$ cat src/rtl/spi_slave_core_pkg.sv
// Shared types and constants for the SPI responder.
package spi_slave_core_pkg;

  localparam int unsigned SPI_MAX_CHAR_LEN = 32;

  // Mode number is {cpol, cpha}.
  typedef enum logic [1:0] {
    SpiMode0 = 2'd0,
    SpiMode1 = 2'd1,
    SpiMode2 = 2'd2,
    SpiMode3 = 2'd3
  } spi_mode_e;

  typedef enum logic {
    StIdle   = 1'b0,
    StActive = 1'b1
  } spi_state_e;

  function automatic spi_mode_e spi_mode(input logic cpol, input logic cpha);
    return spi_mode_e'({cpol, cpha});
  endfunction

endpackage

$ cat src/rtl/spi_slave_core_sync_edge.sv
// Multi-stage synchronizer for an asynchronous pin, plus rise/fall pulse detection.
// Resets to 0 so a pin already low at reset release never looks like a falling edge.
module spi_slave_core_sync_edge #(
  parameter int unsigned SYNC_STAGES = 2
) (
  input  logic wb_clk,
  input  logic wb_reset,
  input  logic i_d,
  output logic o_rise,
  output logic o_fall
);

  logic [SYNC_STAGES-1:0] r_sync;
  logic                   r_dly;
  logic                   w_q;

  assign w_q = r_sync[SYNC_STAGES-1];

  // Synchronizer chain plus one extra delay flop for edge comparison.
  always_ff @(posedge wb_clk or posedge wb_reset) begin
    if (wb_reset) begin
      r_sync <= '0;
      r_dly  <= 1'b0;
    end else begin
      r_sync <= {r_sync[SYNC_STAGES-2:0], i_d};
      r_dly  <= w_q;
    end
  end

  assign o_rise = w_q & ~r_dly;
  assign o_fall = ~w_q & r_dly;

endmodule

$ cat src/rtl/spi_slave_core.sv
// SPI responder: oversamples sclk/cs_n/mosi in the wb_clk domain, receives words into rx_data
// and returns words from the TX holding register on miso, in all four CPOL/CPHA modes.
module spi_slave_core
  import spi_slave_core_pkg::*;
#(
  parameter int unsigned CHAR_LEN    = 8,
  parameter int unsigned SYNC_STAGES = 2,
  parameter bit          LSB_FIRST   = 1'b0
) (
  input  logic                wb_clk,
  input  logic                wb_reset,
  input  logic                cpol,
  input  logic                cpha,
  input  logic [CHAR_LEN-1:0] tx_data,
  input  logic                tx_valid,
  output logic                tx_ready,
  output logic                tx_underrun,
  output logic [CHAR_LEN-1:0] rx_data,
  output logic                rx_valid,
  input  logic                rx_ack,
  output logic                rx_overrun,
  output logic                busy,
  input  logic                sclk_i,
  input  logic                cs_n_i,
  input  logic                mosi_i,
  output logic                miso_o,
  output logic                miso_oe
);

  localparam int unsigned     CntW    = $clog2(SPI_MAX_CHAR_LEN + 1);
  localparam logic [CntW-1:0] LastBit = CntW'(CHAR_LEN - 1);

  function automatic logic head_bit(input logic [CHAR_LEN-1:0] v);
    return LSB_FIRST ? v[0] : v[CHAR_LEN-1];
  endfunction

  function automatic logic [CHAR_LEN-1:0] advance(input logic [CHAR_LEN-1:0] v);
    return LSB_FIRST ? (v >> 1) : (v << 1);
  endfunction

  logic w_sclk_rise, w_sclk_fall, w_cs_rise, w_cs_fall;
  logic [SYNC_STAGES-1:0] r_mosi_sync;
  logic w_mosi;

  spi_slave_core_sync_edge #(.SYNC_STAGES(SYNC_STAGES)) u_sclk_sync (
    .wb_clk  (wb_clk),
    .wb_reset(wb_reset),
    .i_d     (sclk_i),
    .o_rise  (w_sclk_rise),
    .o_fall  (w_sclk_fall)
  );

  spi_slave_core_sync_edge #(.SYNC_STAGES(SYNC_STAGES)) u_cs_sync (
    .wb_clk  (wb_clk),
    .wb_reset(wb_reset),
    .i_d     (cs_n_i),
    .o_rise  (w_cs_rise),
    .o_fall  (w_cs_fall)
  );

  // mosi synchronizer of equal depth so its last stage lines up with the sclk edge pulses.
  always_ff @(posedge wb_clk or posedge wb_reset) begin
    if (wb_reset) r_mosi_sync <= '0;
    else          r_mosi_sync <= {r_mosi_sync[SYNC_STAGES-2:0], mosi_i};
  end

  assign w_mosi = r_mosi_sync[SYNC_STAGES-1];

  spi_mode_e w_mode;
  logic      w_lead, w_trail, w_sample, w_shift;

  assign w_mode = spi_mode(cpol, cpha);

  // Map sclk rise/fall onto leading/trailing edges for the selected polarity.
  always_comb begin
    w_lead  = 1'b0;
    w_trail = 1'b0;
    unique case (w_mode)
      SpiMode0, SpiMode1: begin
        w_lead  = w_sclk_rise;
        w_trail = w_sclk_fall;
      end
      SpiMode2, SpiMode3: begin
        w_lead  = w_sclk_fall;
        w_trail = w_sclk_rise;
      end
    endcase
  end

  assign w_sample = cpha ? w_trail : w_lead;
  assign w_shift  = cpha ? w_lead  : w_trail;

  spi_state_e          r_state, w_state_next;
  logic [CntW-1:0]     r_bit_cnt;
  logic                w_word_start, w_first_start, w_sample_en, w_shift_en, w_complete, w_abort;

  // FSM state register.
  always_ff @(posedge wb_clk or posedge wb_reset) begin
    if (wb_reset) r_state <= StIdle;
    else          r_state <= w_state_next;
  end

  // Next state and per-cycle strobes; sclk edges only matter while selected.
  always_comb begin
    w_state_next  = r_state;
    w_word_start  = 1'b0;
    w_first_start = 1'b0;
    w_sample_en   = 1'b0;
    w_shift_en    = 1'b0;
    w_complete    = 1'b0;
    w_abort       = 1'b0;
    unique case (r_state)
      StIdle: begin
        if (w_cs_fall) begin
          w_state_next  = StActive;
          w_word_start  = 1'b1;
          w_first_start = 1'b1;
        end
      end
      StActive: begin
        if (w_cs_rise) begin
          w_state_next = StIdle;
          w_abort      = 1'b1;
        end else begin
          w_sample_en  = w_sample;
          w_shift_en   = w_shift;
          w_complete   = w_sample && (r_bit_cnt == LastBit);
          w_word_start = w_complete;
        end
      end
    endcase
  end

  logic [CHAR_LEN-1:0] r_rx_shift, w_rx_next, r_rx_data;
  logic                r_rx_valid, r_rx_overrun;

  assign w_rx_next = LSB_FIRST ? {w_mosi, r_rx_shift[CHAR_LEN-1:1]}
                               : {r_rx_shift[CHAR_LEN-2:0], w_mosi};

  // Receive shifter and bit counter; a deselect drops any partial word.
  always_ff @(posedge wb_clk or posedge wb_reset) begin
    if (wb_reset) begin
      r_bit_cnt  <= '0;
      r_rx_shift <= '0;
    end else if (w_abort || w_first_start) begin
      r_bit_cnt  <= '0;
      r_rx_shift <= '0;
    end else if (w_sample_en) begin
      r_bit_cnt  <= w_complete ? '0 : r_bit_cnt + 1'b1;
      r_rx_shift <= w_rx_next;
    end
  end

  // RX handshake: a completing word wins over a same-cycle rx_ack.
  always_ff @(posedge wb_clk or posedge wb_reset) begin
    if (wb_reset) begin
      r_rx_data    <= '0;
      r_rx_valid   <= 1'b0;
      r_rx_overrun <= 1'b0;
    end else begin
      r_rx_overrun <= 1'b0;
      if (w_complete) begin
        r_rx_data    <= w_rx_next;
        r_rx_valid   <= 1'b1;
        r_rx_overrun <= r_rx_valid && !rx_ack;
      end else if (rx_ack) begin
        r_rx_valid <= 1'b0;
      end
    end
  end

  logic [CHAR_LEN-1:0] r_tx_hold, r_tx_shift, w_tx_word;
  logic                r_tx_full, r_tx_underrun, r_miso, w_tx_load;

  assign w_tx_load = tx_valid && !r_tx_full;
  assign w_tx_word = r_tx_full ? r_tx_hold : '0;

  // TX holding register and output shifter. r_tx_shift holds the bits not yet on miso, so a
  // back-to-back word start in cpha=0 leaves bit 0 for the following shift edge.
  always_ff @(posedge wb_clk or posedge wb_reset) begin
    if (wb_reset) begin
      r_tx_hold     <= '0;
      r_tx_full     <= 1'b0;
      r_tx_underrun <= 1'b0;
      r_tx_shift    <= '0;
      r_miso        <= 1'b0;
    end else begin
      r_tx_underrun <= w_word_start && !r_tx_full;
      if (w_tx_load) r_tx_hold <= tx_data;
      r_tx_full <= w_word_start ? w_tx_load : (r_tx_full | w_tx_load);
      if (w_abort) begin
        r_miso <= 1'b0;
      end else if (w_word_start) begin
        if (w_first_start && !cpha) begin
          r_miso     <= head_bit(w_tx_word);
          r_tx_shift <= advance(w_tx_word);
        end else begin
          r_tx_shift <= w_tx_word;
        end
      end else if (w_shift_en) begin
        r_miso     <= head_bit(r_tx_shift);
        r_tx_shift <= advance(r_tx_shift);
      end
    end
  end

  assign tx_ready    = !r_tx_full;
  assign tx_underrun = r_tx_underrun;
  assign rx_data     = r_rx_data;
  assign rx_valid    = r_rx_valid;
  assign rx_overrun  = r_rx_overrun;
  assign busy        = (r_state == StActive);
  assign miso_oe     = busy;
  assign miso_o      = r_miso;

endmodule

$ cat config.mk
export PLATFORM = sky130hd
export DESIGN_NAME = spi_slave_core
export DESIGN_NICKNAME = d
export VERILOG_FILES = /design/src/rtl/spi_slave_core_pkg.sv /design/src/rtl/spi_slave_core_sync_edge.sv /design/src/rtl/spi_slave_core.sv
export SDC_FILE = /design/constraint.sdc
export NUM_CORES = 1
export LEC_CHECK = 0
export ABC_CLOCK_PERIOD_IN_PS = 2700
export CAP_MARGIN = 20
export CORE_ASPECT_RATIO = 1.75
export CORE_MARGIN = 2
export CORE_UTILIZATION = 57
export CTS_CLUSTER_DIAMETER = 80
export DETAILED_ROUTE_END_ITERATION = 12
export DONT_BUFFER_PORTS = 1
export GPL_TIMING_DRIVEN = 0
export HOLD_SLACK_MARGIN = 0.15
export PLACE_DENSITY = 0.81
export SYNTH_ARGS = -nofsm -noshare
export SYNTH_HDL_FRONTEND = slang
export SYNTH_SLANG_ARGS = --single-unit
$ cat constraint.sdc
create_clock -name wb_clk -period 2.7 [get_ports wb_clk]
set_clock_uncertainty 0.05 [all_clocks]
set_input_delay 0.135 -clock wb_clk [delete_from_list [all_inputs] [get_ports wb_clk]]
set_output_delay 0.135 -clock wb_clk [all_outputs]
set_load 0.005 [all_outputs]
### After elaboration in Yosys (flattened, before gate mapping)

Index checks and enable logic that the tools add are counted.

* add/subtract/negate cells: 1
* eq/ne operators: 5
* muxes and demuxes: 34
* bitwise operators: 11
* reduce and logical (&&, ||, !) cells: 18

Operators with widths (count)
* $mux W8: 4
* $mux W1: 21
* $mux W6: 3
* $mux W7: 2
* $pmux W1 S2: 4
* $add A6 B1 Y6 const B: 1
* $eq A6 B3 Y1 const B: 1
* $not A1 Y1: 6
* $reduce_bool A2 Y1: 3
* $logic_and A1 B1 Y1: 5
* $and A1 B1 Y1: 4
* $eq A2 B2 Y1 const B: 2
* $reduce_and A2 Y1: 2
* $reduce_or A2 Y1: 2
* $logic_not A1 Y1: 3
* $ne A3 B1 Y1 const B: 1
* $reduce_bool A3 Y1: 1
* $eq A2 B1 Y1 const B: 1
* $logic_not A2 Y1: 1
* $logic_or A1 B1 Y1: 1
* $or A1 B1 Y1: 1

* register bits: 51
* output and inout bits: 15
* logic and storage cells: 85

### Longest topological paths before layout

* word-level depth: 10
* mapped depth: 7

### By module

From an unflattened synthesis, not the netlist that was laid out.

* cells, all modules: 191
* area, all modules: 2255.9 um^2

By module, submodules not included
* spi_slave_core: times used 1, cells each 179, area each 2068.2 um^2, seq. area each 1126.1 um^2
* spi_slave_core_sync_edge: times used 2, cells each 6, area each 93.8 um^2, seq. area each 75.1 um^2

### Least setup slack after synthesis

Ideal clock, no wire load.

* path type: register to register
* start point: register u_cs_sync.r_sync[1]
* end point: register r_tx_shift[1]
* setup time: 0.125 ns
* arrival: 1.870 ns
* required time: 2.525 ns
* setup slack: 0.655 ns
* stages on the path, launching flop included: 7
* path buffers: 1
* cell sequence: dfrtp_1 clkbuf_1 nor4b_4 mux2i_1 nor2_1 mux2_4 mux2_2

* cells in the longest elaborated chain, start to end: 7

RTL lines
* start: declaration: RTL line spi_slave_core_sync_edge.sv:13 `logic [SYNC_STAGES-1:0] r_sync;`
* start signal: assignment: RTL line spi_slave_core_sync_edge.sv:25 `r_sync <= {r_sync[SYNC_STAGES-2:0], i_d};`
* $not A1 Y1: RTL line spi_slave_core_sync_edge.sv:31 `assign o_fall = ~w_q & r_dly;`
* $and A1 B1 Y1: RTL line spi_slave_core_sync_edge.sv:31
* $mux W1: RTL line spi_slave_core.sv:114 `if (w_cs_fall) begin`
* $mux W1: RTL line spi_slave_core.sv:112 `unique case (r_state)`
* $logic_and A1 B1 Y1: RTL line spi_slave_core.sv:194 `if (w_first_start && !cpha) begin`
* $mux W8: RTL line spi_slave_core.sv:194
* $mux W8: RTL line spi_slave_core.sv:193 `end else if (w_word_start) begin`
* end signal: assignment: RTL line spi_slave_core.sv:196 `r_tx_shift <= advance(w_tx_word);`
* end signal: assignment: RTL line spi_slave_core.sv:198 `r_tx_shift <= w_tx_word;`
* end signal: assignment: RTL line spi_slave_core.sv:202 `r_tx_shift <= advance(r_tx_shift);`
* end: declaration: RTL line spi_slave_core.sv:172 `logic [CHAR_LEN-1:0] r_tx_hold, r_tx_shift, w_tx_word;`

Several ways; a longest one is shown, not always the timed one.
A chain may end at the register's enable or synchronous reset.

### Worst setup path in the final report

* start point: register u_cs_sync.r_sync[1]
* end point: register r_tx_shift[5]

Same word-level chain as after synthesis.

==> summary.md <==
| Metric | Value |
|---|---|
| I/O pins | 32 |
| Mapped cell area | roughly 0.0023 sq mm |
| Sequential power share | between 50% and 60% |
| Hold slack | 292 ps |
| Drt drc | 0 |
| Largest net degree at the start of global routing | 27 |
| Via count | 1462 |
| Number of global-route vias before repair | 1597 |
| Critical path required time | between 2000 and 3000 ps |
| R2r worst-path depth | 6 |
| Gpl congestion | 0.840 |
| Area delta synth->final | 13.7% |
| Crit share post-route | 83.6% |
| ANT cells | 0 |
| Die width | 52.5 um |
| Layout fillers | slightly below 300 |
| Comb pwr share | roughly 23% |
| Clock group share of total power | 25.8% |
| Layout Cells excl Fill | 256 |
| Via density | around 5.7 |
| Post-Syn Area per Cell | 12.5 sq um |
| Number of synthesized register bits | 51 |
| CP Capture Type | flip-flop |
| Final Critical Period | 2260 ps |
| Fraction of registers with async set or reset after synthesis | 100% |
| Arrival @ worst endpoint | 2400 ps |
| Wire length per cell | around 16 um |
| Relative slew slack | 59.6% |
| Die area | approximately 0.0047 sq mm |
| FF+latch area | 0.00128 sq mm |
| Drt pass-1 iters | 4 |
| CTS tree | built |
| Count of max-cap constraint violations | 0 |
| Fmax | 0.443 GHz |
| Warnings, synthesis | 0 |
| NetSw | 524 uW |
| Pint | between 1000 and 1500 uW |
| Worst hold path class | in -> async |
| # rows | 30 |
| Most frequent cells after synthesis | 51 x dfrtp_1, 27 x mux2_2, 19 x nor2_1, 17 x mux2i_1, 11 x nand2_1 |
| CTS sink count | between 50 and 60 |
| Critical path fanouts, max | 7 |
| IO Port Bufs | 0 |
| Stages on worst setup path | 6 |
| Leakage power | 0.00120 uW |
| RSZ-0062 raised after global routing | no |
| Startpoint Class | flip-flop |
| CP cell instances | clkbuf_1 > nor4b_4 > mux2i_1 > nor2_1 > mux2_2 > mux2_2 |
| Synth top area share | 54.5% |
| Post-synthesis sequential area ratio | 54.5% |
| Worst-margin pin slew | 604 ps |
| Final slew viol count | 0 |
| Area of the multi-input gates | 0.00100 sq mm |
| Post-synth cell types | 39 |
| EDFF count, synth | 0 |
| Final Hold Fails | 0 |
| Most used cell, CP | mux2_2 |
| Post-CTS setup buffer count | 0 |
| Area after DPL | 0.00243 sq mm |
| Post-Route WL | 4080 um |
| Root buf cell | clkbuf_8 |
| Core ar. | 0.00390 sq mm |
| Max incr delay on CP | 630 ps |
| Total GRT Usage | between 20% and 30% |
| Pwr Density | 726 mW/mm^2 |
| Initial core utilization | 60.0% |
| CTS Buf Count | 5 |
| Worst-path clk slew | roughly 80 ps |
| Switching Share | 27.1% |
| Post-DRT Antenna Nets | 0 |
| Most common cell in the netlist | dfrtp_1 |
| Initial antenna violation count | 0 |
| First-pass GRT wire length | 7090 um |
| Cell taking the most area after synthesis | dfrtp_1 |
| Fin Setup TNS | 0 ps |
| Layout cell share with drive strength beyond 1 | 24.0% |
| Post-synth top flop | dfrtp_1 |
| Post-Syn Instances | 187 |
| Cell family with most CP delay | multiplexers |
| Gr ovfl total | 0 |
| DRT iter0 DRCs | 21 |
| Worst Path Class, Setup | reg -> reg |
| Post-route cell area | 0.00266 sq mm |
| Total placed cells including tap cells | 236 |
| Max clock buf depth | 2 |
| # H-tree levels | 2 |
| Critical-path top delay cell | nor4b_4 |
| Status | completed |
| Final Setup Violations | 0 |
| Post-DP HPWL | 2990 um |
| CP bufs+invs | 1 |
| Syn Nets | a little over 200 |
| VDD IR-drop max | 0.581 mV |
| Die Ht | 88.8 um |
| Skew-Pair Late Insertion Delay | 300 ps |
| Top post-synthesis cells by area | dfrtp_1 54%, mux2_2 13%, mux2i_1 7.3%, nor2_1 3.0%, nand2_1 1.8% |
| Layout Nets | 226 |
## repair_timing
item	in CTS	in global routing
hold buffers	13	0
gates resized for setup	0	0
endpoints found under the hold margin	64	0
## placed cells by master, fill, tap and decap left out, types with 3 or more instances in the layout
master	instances
dfrtp_1	51
mux2_2	27
nor2_1	19
mux2i_1	17
dlygate4sd3_1	13
nand2_1	11
inv_1	5
nand3_1	5
clkbuf_8	5
nor2b_1	4
o21ai_0	4
clkbuf_1	3
or3_1	3
a21oi_1	3
## power groups by stage
stage / sequential (uW) / combinational, uW / clock (uW)
6_report: 999 / 436 / 498
3_3_place_gp: 1010 / 395 / 0
3_5_place_dp: 1020 / 423 / 0
4_1_cts: 1000 / 442 / 516
2_1_floorplan: 985 / 356 / 0
5_1_grt: 1020 / 481 / 545
## through the flow
step / util [%] / setup WS (ps) / total power, uW
finish: 68.2 / 442 / 1930
global route: 68.2 / 238 / 2050
CTS: 68.2 / 420 / 1960
detailed placement: 62.2 / 444 / 1440
global placement: 61.5 / 506 / 1400
floorplan: - / 655 / 1340
## worst reg2reg max path: cells and delay by family (launching register included)
family,cells,cell delay [ps]
muxes,3,790
and+or+nand+nor,2,690
DFF,1,390
buffers and inverters,1,240
## area by class of cell
class | count | area share (%)
multi-input combinational | 124 | 37.7
tap | 48 | 2.26
buffer | 6 | 1.46
clock buffer | 6 | 2.73
sequential | 51 | 47.9
inverter | 6 | 0.846
clock inverter | 1 | 1.13
timing repair buffer | 14 | 5.92
## sequential cells by signal (all words and copies together) (netlist names)
signal and count:
tx_underrun 1, r_tx_shift 8, u_sclk_sync.r_sync 2, miso_o 1, r_bit_cnt 6, r_tx_hold 8, r_tx_full 1, u_cs_sync.r_dly 1
rx_overrun 1, r_rx_shift 7, rx_valid 1, u_cs_sync.r_sync 2, r_mosi_sync 2, rx_data 8, busy 1, u_sclk_sync.r_dly 1
## path summary, 6_finish.rpt
| check | from | to | slack [ps] |
|---|---|---|---|
| hold reg to reg | u_sclk_sync.r_sync[0] | u_sclk_sync.r_sync[1] | 300 |
| hold / removal | wb_reset | rx_data[0] | 290 |
| setup reg to reg | u_cs_sync.r_sync[1] | r_tx_shift[5] | 440 |
| max in group asynchronous | wb_reset | u_sclk_sync.r_dly | 1790 |
| setup / recovery | u_cs_sync.r_sync[1] | r_tx_shift[5] | 440 |
| min in group wb_clk | u_sclk_sync.r_sync[0] | u_sclk_sync.r_sync[1] | 300 |
## cells by family after synthesis
family	Yosys count	share of synthesized area (%)
AO/OA/AOI/OAI	22	8.23
XOR/XNOR	1	0.695
adder cells (fa/ha/maj)	1	0.534
buffers and inverters	12	2.62
flip-flops	51	54.5
multiplexers	46	21.5
AND/OR/NAND/NOR	54	11.9
## per-layer routing
layer  global-route usage, %  vias up  share of wire (%)
li1                        -      699                  -
met1                    21.7      720                 35
met2                    37.8       34                 59
met3                    5.24        9                3.3
met4                    10.5        0                2.6
met5                       0        -                  0
(Power assumes the default switching activity.)
